`config.mk`:
```
export PLATFORM = sky130hd
export DESIGN_NAME = dt_leg_sequencer_flat
export DESIGN_NICKNAME = d
export VERILOG_FILES = /design/src/rtl/dt_leg_sequencer_if.sv /design/src/rtl/dt_leg_sequencer.sv /design/src/flat_wrapper.sv
export SDC_FILE = /design/constraint.sdc
export NUM_CORES = 1
export LEC_CHECK = 0
export ABC_AREA = 1
export CELL_PAD_IN_SITES_DETAIL_PLACEMENT = 2
export CELL_PAD_IN_SITES_GLOBAL_PLACEMENT = 2
export CORE_UTILIZATION = 34
export CTS_BUF_LIST = sky130_fd_sc_hd__clkbuf_8
export DETAILED_ROUTE_END_ITERATION = 8
export PLACE_DENSITY = 0.9
export SLEW_MARGIN = 20
export SYNTH_ARGS = -nofsm -noshare
export SYNTH_HDL_FRONTEND = slang
export SYNTH_SLANG_ARGS = --single-unit
```
`constraint.sdc`:
```
create_clock -name clk -period 1.5 [get_ports clk]
set_input_delay 0.3 -clock clk [delete_from_list [all_inputs] [get_ports clk]]
set_output_delay 0.3 -clock clk [all_outputs]
set_load 0.01 [all_outputs]
```
`src/rtl/dt_leg_sequencer_if.sv`:
```
// Bundle of the register-side write port, sequencing controls and active leg configuration
// outputs for dt_leg_sequencer.
interface dt_leg_sequencer_if #(
  parameter int unsigned NLEGS = 4,
  parameter int unsigned DTW   = 8
);
  logic                  i_wr_en;
  logic [2:0]            i_wr_leg;
  logic [DTW-1:0]        i_wr_dta;
  logic [DTW-1:0]        i_wr_dtb;
  logic [1:0]            i_wr_logic;
  logic                  i_wr_dten;
  logic                  i_start;
  logic                  i_stop;
  logic                  i_sync;
  logic                  i_fault;
  logic                  i_fault_clr;
  logic [NLEGS*DTW-1:0]  o_dtime_a;
  logic [NLEGS*DTW-1:0]  o_dtime_b;
  logic [NLEGS-1:0]      o_logic_a;
  logic [NLEGS-1:0]      o_logic_b;
  logic [NLEGS-1:0]      o_dt_onoff;
  logic                  o_pwm_onoff;
  logic [NLEGS-1:0]      o_pending;
  logic                  o_wr_err;
  logic [2:0]            o_state;

  modport master (
    output i_wr_en, i_wr_leg, i_wr_dta, i_wr_dtb, i_wr_logic, i_wr_dten,
    output i_start, i_stop, i_sync, i_fault, i_fault_clr,
    input  o_dtime_a, o_dtime_b, o_logic_a, o_logic_b, o_dt_onoff,
    input  o_pwm_onoff, o_pending, o_wr_err, o_state
  );

  modport slave (
    input  i_wr_en, i_wr_leg, i_wr_dta, i_wr_dtb, i_wr_logic, i_wr_dten,
    input  i_start, i_stop, i_sync, i_fault, i_fault_clr,
    output o_dtime_a, o_dtime_b, o_logic_a, o_logic_b, o_dt_onoff,
    output o_pwm_onoff, o_pending, o_wr_err, o_state
  );
endinterface

```
`src/rtl/dt_leg_sequencer.sv`:
```
// Shadow/active configuration owner for NLEGS dead-time generators plus the global
// pwm_onoff start/stop/fault sequencer.
module dt_leg_sequencer #(
  parameter int unsigned NLEGS  = 4,
  parameter int unsigned DTW    = 8,
  parameter int unsigned DT_MIN = 2,
  parameter int unsigned DT_RST = 10
) (
  input  logic               clk,
  input  logic               rst_n,
  dt_leg_sequencer_if.slave  bus
);

  typedef enum logic [2:0] {
    StIdle     = 3'd0,
    StArming   = 3'd1,
    StRun      = 3'd2,
    StStopping = 3'd3,
    StFault    = 3'd4
  } state_e;

  localparam logic [DTW-1:0] DtMin = DTW'(DT_MIN);
  localparam logic [DTW-1:0] DtRst = DTW'(DT_RST);

  state_e r_state, w_state_d;

  logic [DTW-1:0] r_sh_dta [NLEGS];
  logic [DTW-1:0] r_sh_dtb [NLEGS];
  logic [DTW-1:0] r_dta    [NLEGS];
  logic [DTW-1:0] r_dtb    [NLEGS];
  logic [NLEGS-1:0] r_sh_logic_a, r_sh_logic_b, r_sh_dten;
  logic [NLEGS-1:0] r_logic_a, r_logic_b, r_dten;
  logic [NLEGS-1:0] r_pending, w_pending_d;
  logic [NLEGS-1:0] w_wr_mask, w_commit_mask;
  logic             r_wr_err;

  logic           w_wr_valid;
  logic           w_wr_inval;
  logic           w_commit_ok;
  logic [DTW-1:0] w_dta_cl;
  logic [DTW-1:0] w_dtb_cl;

  assign w_wr_valid = bus.i_wr_en && (32'(bus.i_wr_leg) < NLEGS);
  assign w_wr_inval = bus.i_wr_en && !(32'(bus.i_wr_leg) < NLEGS);

  // Clamp only matters when dead time is actually inserted.
  assign w_dta_cl = (bus.i_wr_dten && (bus.i_wr_dta < DtMin)) ? DtMin : bus.i_wr_dta;
  assign w_dtb_cl = (bus.i_wr_dten && (bus.i_wr_dtb < DtMin)) ? DtMin : bus.i_wr_dtb;

  // Outputs are off in IDLE/FAULT so commits may land any cycle; otherwise wait for sync.
  assign w_commit_ok = (r_state == StIdle) || (r_state == StFault) || bus.i_sync;

  always_comb begin
    w_wr_mask = '0;
    for (int unsigned i = 0; i < NLEGS; i++) begin
      w_wr_mask[i] = w_wr_valid && (bus.i_wr_leg == 3'(i));
    end
    w_commit_mask = w_commit_ok ? r_pending : '0;
    // A write in the commit cycle re-arms pending for the following commit.
    w_pending_d   = (r_pending & ~w_commit_mask) | w_wr_mask;
  end

  always_ff @(posedge clk or negedge rst_n) begin
    if (!rst_n) begin
      for (int unsigned i = 0; i < NLEGS; i++) begin
        r_sh_dta[i] <= DtRst;
        r_sh_dtb[i] <= DtRst;
        r_dta[i]    <= DtRst;
        r_dtb[i]    <= DtRst;
      end
      r_sh_logic_a <= '1;
      r_sh_logic_b <= '1;
      r_sh_dten    <= '1;
      r_logic_a    <= '1;
      r_logic_b    <= '1;
      r_dten       <= '1;
      r_pending    <= '0;
    end else begin
      for (int unsigned i = 0; i < NLEGS; i++) begin
        if (w_wr_mask[i]) begin
          r_sh_dta[i]     <= w_dta_cl;
          r_sh_dtb[i]     <= w_dtb_cl;
          r_sh_logic_a[i] <= bus.i_wr_logic[0];
          r_sh_logic_b[i] <= bus.i_wr_logic[1];
          r_sh_dten[i]    <= bus.i_wr_dten;
        end
        if (w_commit_mask[i]) begin
          r_dta[i]     <= r_sh_dta[i];
          r_dtb[i]     <= r_sh_dtb[i];
          r_logic_a[i] <= r_sh_logic_a[i];
          r_logic_b[i] <= r_sh_logic_b[i];
          r_dten[i]    <= r_sh_dten[i];
        end
      end
      r_pending <= w_pending_d;
    end
  end

  always_ff @(posedge clk or negedge rst_n) begin
    if (!rst_n) begin
      r_wr_err <= 1'b0;
    end else if (w_wr_inval) begin
      r_wr_err <= 1'b1;
    end else if (bus.i_fault_clr) begin
      r_wr_err <= 1'b0;
    end
  end

  always_ff @(posedge clk or negedge rst_n) begin
    if (!rst_n) begin
      r_state <= StIdle;
    end else begin
      r_state <= w_state_d;
    end
  end

  // Priority: fault > stop > start.
  always_comb begin
    w_state_d = r_state;
    unique case (r_state)
      StIdle: begin
        if (bus.i_fault)      w_state_d = StFault;
        else if (bus.i_stop)  w_state_d = StIdle;
        else if (bus.i_start) w_state_d = StArming;
      end
      StArming: begin
        if (bus.i_fault)     w_state_d = StFault;
        else if (bus.i_stop) w_state_d = StIdle;
        else if (bus.i_sync) w_state_d = StRun;
      end
      StRun: begin
        if (bus.i_fault)     w_state_d = StFault;
        else if (bus.i_stop) w_state_d = StStopping;
      end
      StStopping: begin
        if (bus.i_fault)     w_state_d = StFault;
        else if (bus.i_sync) w_state_d = StIdle;
      end
      StFault: begin
        if (bus.i_fault_clr && !bus.i_fault) w_state_d = StIdle;
      end
      default: w_state_d = StIdle;
    endcase
  end

  always_comb begin
    bus.o_dtime_a = '0;
    bus.o_dtime_b = '0;
    for (int unsigned i = 0; i < NLEGS; i++) begin
      bus.o_dtime_a[i*DTW +: DTW] = r_dta[i];
      bus.o_dtime_b[i*DTW +: DTW] = r_dtb[i];
    end
  end

  assign bus.o_logic_a   = r_logic_a;
  assign bus.o_logic_b   = r_logic_b;
  assign bus.o_dt_onoff  = r_dten;
  assign bus.o_pending   = r_pending;
  assign bus.o_wr_err    = r_wr_err;
  assign bus.o_state     = r_state;
  // Fault gating is combinational so switching stops in the trip cycle.
  assign bus.o_pwm_onoff = ((r_state == StRun) || (r_state == StStopping)) && !bus.i_fault;

endmodule

```
`src/flat_wrapper.sv`:
```
// flat-port wrapper written by rule: the top's interface ports become plain ports
module dt_leg_sequencer_flat 
#(
  parameter int unsigned NLEGS  = 4,
  parameter int unsigned DTW    = 8,
  parameter int unsigned DT_MIN = 2,
  parameter int unsigned DT_RST = 10
)
  (clk, rst_n, bus_i_wr_en, bus_i_wr_leg, bus_i_wr_dta, bus_i_wr_dtb, bus_i_wr_logic, bus_i_wr_dten, bus_i_start, bus_i_stop, bus_i_sync, bus_i_fault, bus_i_fault_clr, bus_o_dtime_a, bus_o_dtime_b, bus_o_logic_a, bus_o_logic_b, bus_o_dt_onoff, bus_o_pwm_onoff, bus_o_pending, bus_o_wr_err, bus_o_state);
  dt_leg_sequencer_if #(.NLEGS(NLEGS), .DTW(DTW)) bus_i ();
  input  logic clk;
  input  logic rst_n;
  input wire logic [$bits(bus_i.i_wr_en)-1:0] bus_i_wr_en;
  input wire logic [$bits(bus_i.i_wr_leg)-1:0] bus_i_wr_leg;
  input wire logic [$bits(bus_i.i_wr_dta)-1:0] bus_i_wr_dta;
  input wire logic [$bits(bus_i.i_wr_dtb)-1:0] bus_i_wr_dtb;
  input wire logic [$bits(bus_i.i_wr_logic)-1:0] bus_i_wr_logic;
  input wire logic [$bits(bus_i.i_wr_dten)-1:0] bus_i_wr_dten;
  input wire logic [$bits(bus_i.i_start)-1:0] bus_i_start;
  input wire logic [$bits(bus_i.i_stop)-1:0] bus_i_stop;
  input wire logic [$bits(bus_i.i_sync)-1:0] bus_i_sync;
  input wire logic [$bits(bus_i.i_fault)-1:0] bus_i_fault;
  input wire logic [$bits(bus_i.i_fault_clr)-1:0] bus_i_fault_clr;
  output wire logic [$bits(bus_i.o_dtime_a)-1:0] bus_o_dtime_a;
  output wire logic [$bits(bus_i.o_dtime_b)-1:0] bus_o_dtime_b;
  output wire logic [$bits(bus_i.o_logic_a)-1:0] bus_o_logic_a;
  output wire logic [$bits(bus_i.o_logic_b)-1:0] bus_o_logic_b;
  output wire logic [$bits(bus_i.o_dt_onoff)-1:0] bus_o_dt_onoff;
  output wire logic [$bits(bus_i.o_pwm_onoff)-1:0] bus_o_pwm_onoff;
  output wire logic [$bits(bus_i.o_pending)-1:0] bus_o_pending;
  output wire logic [$bits(bus_i.o_wr_err)-1:0] bus_o_wr_err;
  output wire logic [$bits(bus_i.o_state)-1:0] bus_o_state;
  assign bus_i.i_wr_en = bus_i_wr_en;
  assign bus_i.i_wr_leg = bus_i_wr_leg;
  assign bus_i.i_wr_dta = bus_i_wr_dta;
  assign bus_i.i_wr_dtb = bus_i_wr_dtb;
  assign bus_i.i_wr_logic = bus_i_wr_logic;
  assign bus_i.i_wr_dten = bus_i_wr_dten;
  assign bus_i.i_start = bus_i_start;
  assign bus_i.i_stop = bus_i_stop;
  assign bus_i.i_sync = bus_i_sync;
  assign bus_i.i_fault = bus_i_fault;
  assign bus_i.i_fault_clr = bus_i_fault_clr;
  assign bus_o_dtime_a = bus_i.o_dtime_a;
  assign bus_o_dtime_b = bus_i.o_dtime_b;
  assign bus_o_logic_a = bus_i.o_logic_a;
  assign bus_o_logic_b = bus_i.o_logic_b;
  assign bus_o_dt_onoff = bus_i.o_dt_onoff;
  assign bus_o_pwm_onoff = bus_i.o_pwm_onoff;
  assign bus_o_pending = bus_i.o_pending;
  assign bus_o_wr_err = bus_i.o_wr_err;
  assign bus_o_state = bus_i.o_state;
  dt_leg_sequencer #(.NLEGS(NLEGS), .DTW(DTW), .DT_MIN(DT_MIN), .DT_RST(DT_RST)) u_core (.clk(clk), .rst_n(rst_n), .bus(bus_i));
endmodule
```
==> flow_metrics.py, run 1 <==
metrics = {
    "status": {
        "outcome": "finished with violations",
        "violations": "setup timing",
    },
    "power": {
        "power.density_nw_per_um2": 1520,
        "irDropWorstVdd_v": 0.000706,
        "leakagePower_nw": 5.04,
    },
    "grt": {
        "grt_pass1_vias": 7124,
        "antenna_found_initial": 2,
        "grt_pass1_wl_um": 46500,
        "grt_overflow": 0,
        "grtUsageTotal_pct": 32.5,
        "grt_max_degree": 39,
    },
    "detailed_routing": {
        "wl_met2_um": 19800,
        "wl_per_cell_um": 32.6,
        "wl_met1_um": 14000,
        "post-route-drc-count": 0,
        "wl_um": 38200,
        "drt-pass1-iter-count": 4,
        "dr_wl_met3_um": 2010,
        "vias_per_cell": 5.72,
        "top_layer": "met5",
        "drtIter0Drc": 423,
        "drtAntennaViolNets": 0,
        "vias": 6699,
    },
    "synth": {
        "yosys.cell_types.count": 19,
        "post-synth-top-count-cell": "nand2_1",
        "synth_ff_type": "dfrtp_1",
        "yosys.area_share.adder_pct": 0,
        "synth_xor_xnor_area_share_pct": 0,
        "synth_top_family_by_area": "simple AND/OR/NAND/NOR gates",
        "avgSynthCellArea_um2": 9.63,
        "synth-seq-cells": 160,
        "yosysTopAreaCell": "dfrtp_1",
        "muxShareOfSynthArea_pct": 0,
        "synth.top_cell.area_share_pct": 39.7,
        "synth-simple-area-share_pct": 24.8,
        "synthArstFlopShare_pct": 100,
        "synth_edf_count": 0,
        "ys_top_cells_by_count": "nand2_1, dfrtp_1, nand3_1",
        "yosysWarnings": 0,
        "synth_nets": 710,
        "synth_top_cells_by_area": "dfrtp_1, dfstp_2, nand2_1",
        "syn-cell-area_um2": 6550,
        "synth_compound_area_share_pct": 7.70,
        "ys_seq_area_share_pct": 62.2,
        "synthCells": 680,
    },
    "cells_and_area": {
        "postLayoutCoreUtil_pct": 56.7,
        "finalNetCount": 955,
        "num_antenna_cells": 0,
        "final_layout_size_suffix_gt1_share_pct": 52.9,
        "areaGrowthSynthToFinish_pct": 62.7,
        "stdcell_count": 1172,
    },
    "clock_network": {
        "clock_path_buffers": 2,
        "clk_pin_slew_worst_paths_ns": 0.10,
        "clk_latency_ns": 0.51,
        "cts_buffers": 17,
        "cts_htree_levels": 4,
        "clock-sinks": 160,
        "root_buffer": "clkbuf_8",
        "cts_tree": "built",
    },
    "floorplan": {
        "start_util_pct": 34.9,
        "die_h_um": 141,
        "placementRows": 50,
        "ioPinCount": 115,
        "core_um2": 18800,
        "die_w_um": 141,
        "dieArea_um2": 19800,
    },
    "timing": {
        "fmax_mhz": 564,
        "tightest_slew_ns": 0.644,
        "hold_viol_final": 0,
        "setup_violations": 103,
        "hold_ws_ns": 0.283,
        "rsz0062_at_grt": "yes",
        "finalCritPeriodShare_pct": 118,
        "tns_ns": -14.75,
        "period_needed_ns": 1.77,
        "fin_skew_ns": 0.0143,
        "drv_slew": 0,
        "layout_setup_ws_ns": -0.273,
        "slew_headroom_pct": 57.1,
    },
    "placed_design": {
        "post-place-ws_ns": -0.409,
        "dp_cells": 1041,
        "port_buffers": 114,
        "gpl.final_weighted_congestion": 0.862,
        "hpwlAfterDp_um": 16200,
    },
    "setup_path": {
        "rrSetupSlack_ns": -0.27,
        "crit_required_ns": 1.89,
        "worstReg2RegEnd": "u_core.bus.o_dtime_b[31]",
        "crit_type": "flip-flop to flip-flop",
        "startpoint_type": "flip-flop",
        "reg2reg_depth": 9,
        "cp.arrival_ns": 2.16,
        "path_max_fanout": 5,
        "r2r_start": "u_core.bus.o_state[1]",
        "crit_path_end_kind": "flip-flop",
    },
    "min_path": {
        "min_path_type": "input port to asynchronous set/reset pin",
    },
    "job": {
        "cap_violations": 0,
    },
}
[worst max path at each step]
stage                          startpoint  slack, ns                       end  cells after the start
floorplan           u_core.bus.o_state[0]       0.16  u_core.bus.o_dtime_a[20]                      6
global placement              bus_i_fault      -0.37           bus_o_pwm_onoff                      3
detailed placement             bus_i_sync      -0.41  u_core.bus.o_dtime_a[28]                      6
CTS                 u_core.bus.o_state[1]      -0.23  u_core.bus.o_dtime_a[29]                     11
global route        u_core.bus.o_state[1]      -0.30  u_core.bus.o_dtime_b[31]                      9
finish              u_core.bus.o_state[1]      -0.27  u_core.bus.o_dtime_b[31]                      9
[metrics by stage]
stage	instance area, um2	total power (W)
3_5_place_dp	8220	0.0101
2_1_floorplan	6550	0.00774
3_3_place_gp	8220	0.00974
6_report	10700	0.0162
4_1_cts	9360	0.0137
5_1_grt	10700	0.0167
[placed cells by master (no fill, tap or decap), types with 3 or more instances in the layout]
master,count
dlygate4sd2_1,13
nand3_4,19
nor2_2,3
inv_1,29
buf_12,18
inv_2,4
buf_16,4
clkinv_4,5
o21ai_4,3
o21ai_2,45
buf_4,95
nand2_8,10
inv_6,4
nor3_4,5
clkinv_2,3
clkdlybuf4s15_1,37
clkbuf_16,3
dfstp_2,56
nor2_1,6
buf_6,31
o21ai_0,17
clkbuf_2,4
dfrtp_1,104
nand2_2,82
nand3_2,23
clkdlybuf4s50_1,28
clkbuf_8,17
buf_8,5
nand2_1,151
nand2_4,36
buf_2,14
nand3_1,51
[report_power, final]
group | switching, W | internal, W | leakage (nW)
clock | 0.00200 | 0.00150 | 0.198
sequential | 0.00110 | 0.00566 | 1.92
combinational | 0.00320 | 0.00276 | 2.93
total | 0.00630 | 0.00992 | 5.04
[worst max-delay path, cell delays in order (launching register included)]
cell	delay, ns
dfrtp_1	0.44
buf_6	0.14
buf_6	0.11
o21ai_4	0.24
buf_12	0.15
buf_12	0.12
buf_12	0.14
nand2_8	0.08
nand2_2	0.14
nand2_2	0.08
[cells by family (layout without fill, tap and decap cells)]
family / Yosys count / after routing
compound gates: 67 / 67
buf+inv: 69 / 321
flops: 160 / 160
simple gates: 384 / 390
[flip-flops by register name, indices dropped and copies added (netlist names)]
signal                 flops
u_core.bus.o_logic_a       4
u_core.bus.o_dtime_b      32
u_core.r_sh_logic_a        4
u_core.bus.o_logic_b       4
u_core.r_sh_dten           4
u_core.r_sh_dta           32
u_core.bus.o_pending       4
u_core.r_sh_dtb           32
u_core.r_sh_logic_b        4
u_core.bus.o_dtime_a      32
u_core.bus.o_wr_err        1
u_core.bus.o_state         3
u_core.bus.o_dt_onoff      4
[metal layers]
metal  vias to the layer above  GRT usage [%]
li1                       2685              -
met1                      3484           36.1
met2                       353           58.6
met3                       175           6.56
met4                         2           17.6
met5                         -              0
[layout make-up]
cell class | count | area [um2]
Tap cell | 234 | 293
Clock buffer | 17 | 234
Fill cell | 1776 | 8120
Inverter | 36 | 148
Multi-Input combinational cell | 457 | 3190
Sequential cell | 160 | 4070
Clock inverter | 15 | 163
Timing Repair Buffer | 253 | 2550
[what timing repair did]
item	4_1_cts	5_1_grt
pin swaps	21	43
gates cloned	12	4
resized for setup	298	252
setup buffers	29	60
hold buffers	1	0
endpoints found under the hold margin	24	0
setup endpoints to repair	164	179
No activity file was read; power rests on OpenSTA's default activity.
==> inputs of run 2 (changes only) <==
--- a/config.mk
+++ b/config.mk
@@ -16,3 +16,4 @@
 export SYNTH_ARGS = -nofsm -noshare
 export SYNTH_HDL_FRONTEND = slang
 export SYNTH_SLANG_ARGS = --single-unit
+export TNS_END_PERCENT = 10
==> run 2 against run 1 <==
Effect of this change: the flow still finishes with violations (setup timing); via count shrank 16%; combinational power shrank 37%; maximum frequency grew 11%; critical path depth shrank 4; clock skew shrank 0.0036 ns; sequential cell count is the same; global-route usage shrank 7.8 points; first-iteration DRC count shrank 33%; sequential share of layout area grew 6.5 points; non-clock buffer count shrank 74; worst setup slack gained 0.17 ns; critical path type is now input port to flip-flop; highest routed layer is now met4.
==> flow_metrics.py, run 2 (synthesis gave the netlist of run 1 again) <==
metrics = {
    "detailed_routing": {
        "drtAntennaViolNets": 0,
        "drt-pass1-iter-count": 4,
        "wl_um": 26100,
        "post-route-drc-count": 0,
        "drtIter0Drc": 285,
        "vias": 5657,
        "vias_per_cell": 5.17,
        "wl_per_cell_um": 23.8,
    },
    "setup_path": {
        "cp_cell_sequence": "clkdlybuf4s50_1 -> buf_4 -> nor3_4 -> inv_2 -> o21ai_0",
        "crit_required_ns": 1.84,
        "slowest_stage": "clkdlybuf4s50_1",
        "rrSetupSlack_ns": -0.10,
        "startpoint_type": "input port",
        "path_max_fanout": 35,
        "crit_type": "input port to flip-flop",
        "crit_path_end_kind": "flip-flop",
        "slowest_delay_ns": 0.52,
        "cp.arrival_ns": 1.94,
        "reg2reg_depth": 8,
    },
    "grt": {
        "met2_usage_pct": 44.0,
        "grt_pass1_wl_um": 36700,
        "grt_overflow": 0,
        "grt_max_degree": 39,
        "grt_pass1_vias": 6374,
        "grt_util_met1_pct": 29.4,
        "antenna_found_initial": 0,
        "met3_usage_pct": 5.30,
        "grt_busiest_layer": "met2",
        "grtUsageTotal_pct": 24.7,
    },
    "power": {
        "p_sw_share_pct": 35.1,
        "pwr-share-clk_pct": 24.5,
        "leakagePower_nw": 4.51,
        "irDropWorstVdd_v": 0.000601,
        "p_seq_share_pct": 47.7,
        "intPower_w": 0.00880,
        "power.density_nw_per_um2": 1490,
        "switchingPower_w": 0.00476,
        "power_w": 0.0136,
        "comb_power_share_pct": 27.8,
    },
    "timing": {
        "slew_headroom_pct": 63.6,
        "setup_violations": 40,
        "fmax_mhz": 625,
        "fin_skew_ns": 0.0107,
        "hold_viol_final": 0,
        "tightest_slew_ns": 0.545,
        "layout_setup_ws_ns": -0.101,
        "period_needed_ns": 1.60,
        "rsz0062_at_grt": "yes",
        "tns_ns": -1.60,
        "finalCritPeriodShare_pct": 107,
        "drv_slew": 0,
    },
    "clock_network": {
        "cts_tree": "built",
        "clock_path_buffers": 2,
        "cts_buffers": 17,
        "cts_htree_levels": 4,
        "clk_latency_ns": 0.47,
        "root_buffer": "clkbuf_8",
        "clk_pin_slew_worst_paths_ns": 0.09,
        "clock-sinks": 160,
    },
    "floorplan": {
        "core_um2": 18800,
        "ioPinCount": 115,
        "start_util_pct": 34.9,
        "dieArea_um2": 19800,
        "die_w_um": 141,
        "placementRows": 50,
        "die_h_um": 141,
    },
    "cells_and_area": {
        "final_area_um2": 9100,
        "mostFrequentLayoutCells": "nand2_1, dfrtp_1, nand3_1, dfstp_2, o21ai_2",
        "final_common_cell": "nand2_1",
        "num_antenna_cells": 0,
        "multi_input_area_um2": 2460,
        "areaGrowthSynthToFinish_pct": 39.0,
        "stdcell_count": 1095,
        "final_layout_size_suffix_gt1_share_pct": 35.1,
        "fillers": 1946,
        "register_area_um2": 4080,
        "finalNetCount": 878,
    },
    "placed_design": {
        "port_buffers": 114,
        "post-place-ws_ns": -0.409,
        "hpwlAfterDp_um": 16200,
        "dpl_cell_area_um2": 8220,
        "dp_cells": 1041,
        "gpl.final_weighted_congestion": 0.862,
    },
    "min_path": {
        "min_path_type": "input port to asynchronous set/reset pin",
    },
    "job": {
        "cap_violations": 0,
    },
    "status": {
        "outcome": "finished with violations",
        "violations": "setup timing",
    },
}
==> run 2: changes by cell type in the layout (fill, tap and decap cells not counted), moves of 17 or more <==
cell     before  now
nand3_1      51   73
nand2_1     151  245
nand2_4      36    6
buf_4        95   37
buf_6        31   14
nand2_2      82   21
==> run 2: metrics by stage <==
step                util [%]  hold slack [ns]
floorplan                  -          0.00441
global placement        43.8            0.227
detailed placement      43.8            0.236
CTS                     45.6            0.299
global route            48.5            0.315
finish                  48.5            0.305
==> run 2: final cells by class <==
type | count | share of cell area [%]
flip-flops and latches | 160 | 44.8
multi-input cells | 454 | 27.0
repair buffers | 179 | 19.1
well taps | 234 | 3.22
clock buffers | 17 | 2.57
clock inverters | 15 | 1.79
inverters | 36 | 1.54
==> run 2: critical path, delay by kind of cell <==
| kind | cells | cell delay [ns] |
|---|---|---|
| simple gates | 1 | 0.20 |
| buf+inv | 3 | 0.97 |
| compound gates | 1 | 0.46 |
==> run 2: final timing paths <==
path / endpoint / startpoint
max: u_core.r_sh_logic_a[0] / bus_i_wr_leg[0]
min: u_core.bus.o_dtime_b[20] / rst_n
max reg2reg: u_core.bus.o_dt_onoff[2] / u_core.bus.o_state[1]
min reg2reg: u_core.bus.o_dt_onoff[0] / u_core.bus.o_dt_onoff[0]
max in group asynchronous: u_core.r_sh_dtb[17] / rst_n
min in group clk: u_core.bus.o_dt_onoff[0] / u_core.bus.o_dt_onoff[0]
==> run 2: timing repair <==
| action | 4_1_cts | 5_1_grt |
|---|---|---|
| hold endpoints to repair | 24 | 0 |
| gates resized for setup | 201 | 115 |
| cloned | 0 | 9 |
| endpoints found under the setup margin | 164 | 111 |
| pin swaps | 3 | 23 |
| hold buffers | 1 | 0 |
| buffers inserted | 9 | 3 |
==> run 2: metal layers <==
layer	routed length, um	part of all wire, %
met1	10800	41
met2	13700	52
met3	832	3.2
met4	784	3.0
met5	0	0
==> run 2: power by group through the flow <==
stage / Combinational (W) / Sequential (W) / Clock, W
final: 0.00377 / 0.00647 / 0.00332
after global routing: 0.00408 / 0.00657 / 0.00351
after CTS: 0.00331 / 0.00635 / 0.00334
after detailed placement: 0.00369 / 0.00642 / 0
after global placement: 0.00341 / 0.00632 / 0
after floorplan: 0.00119 / 0.00655 / 0
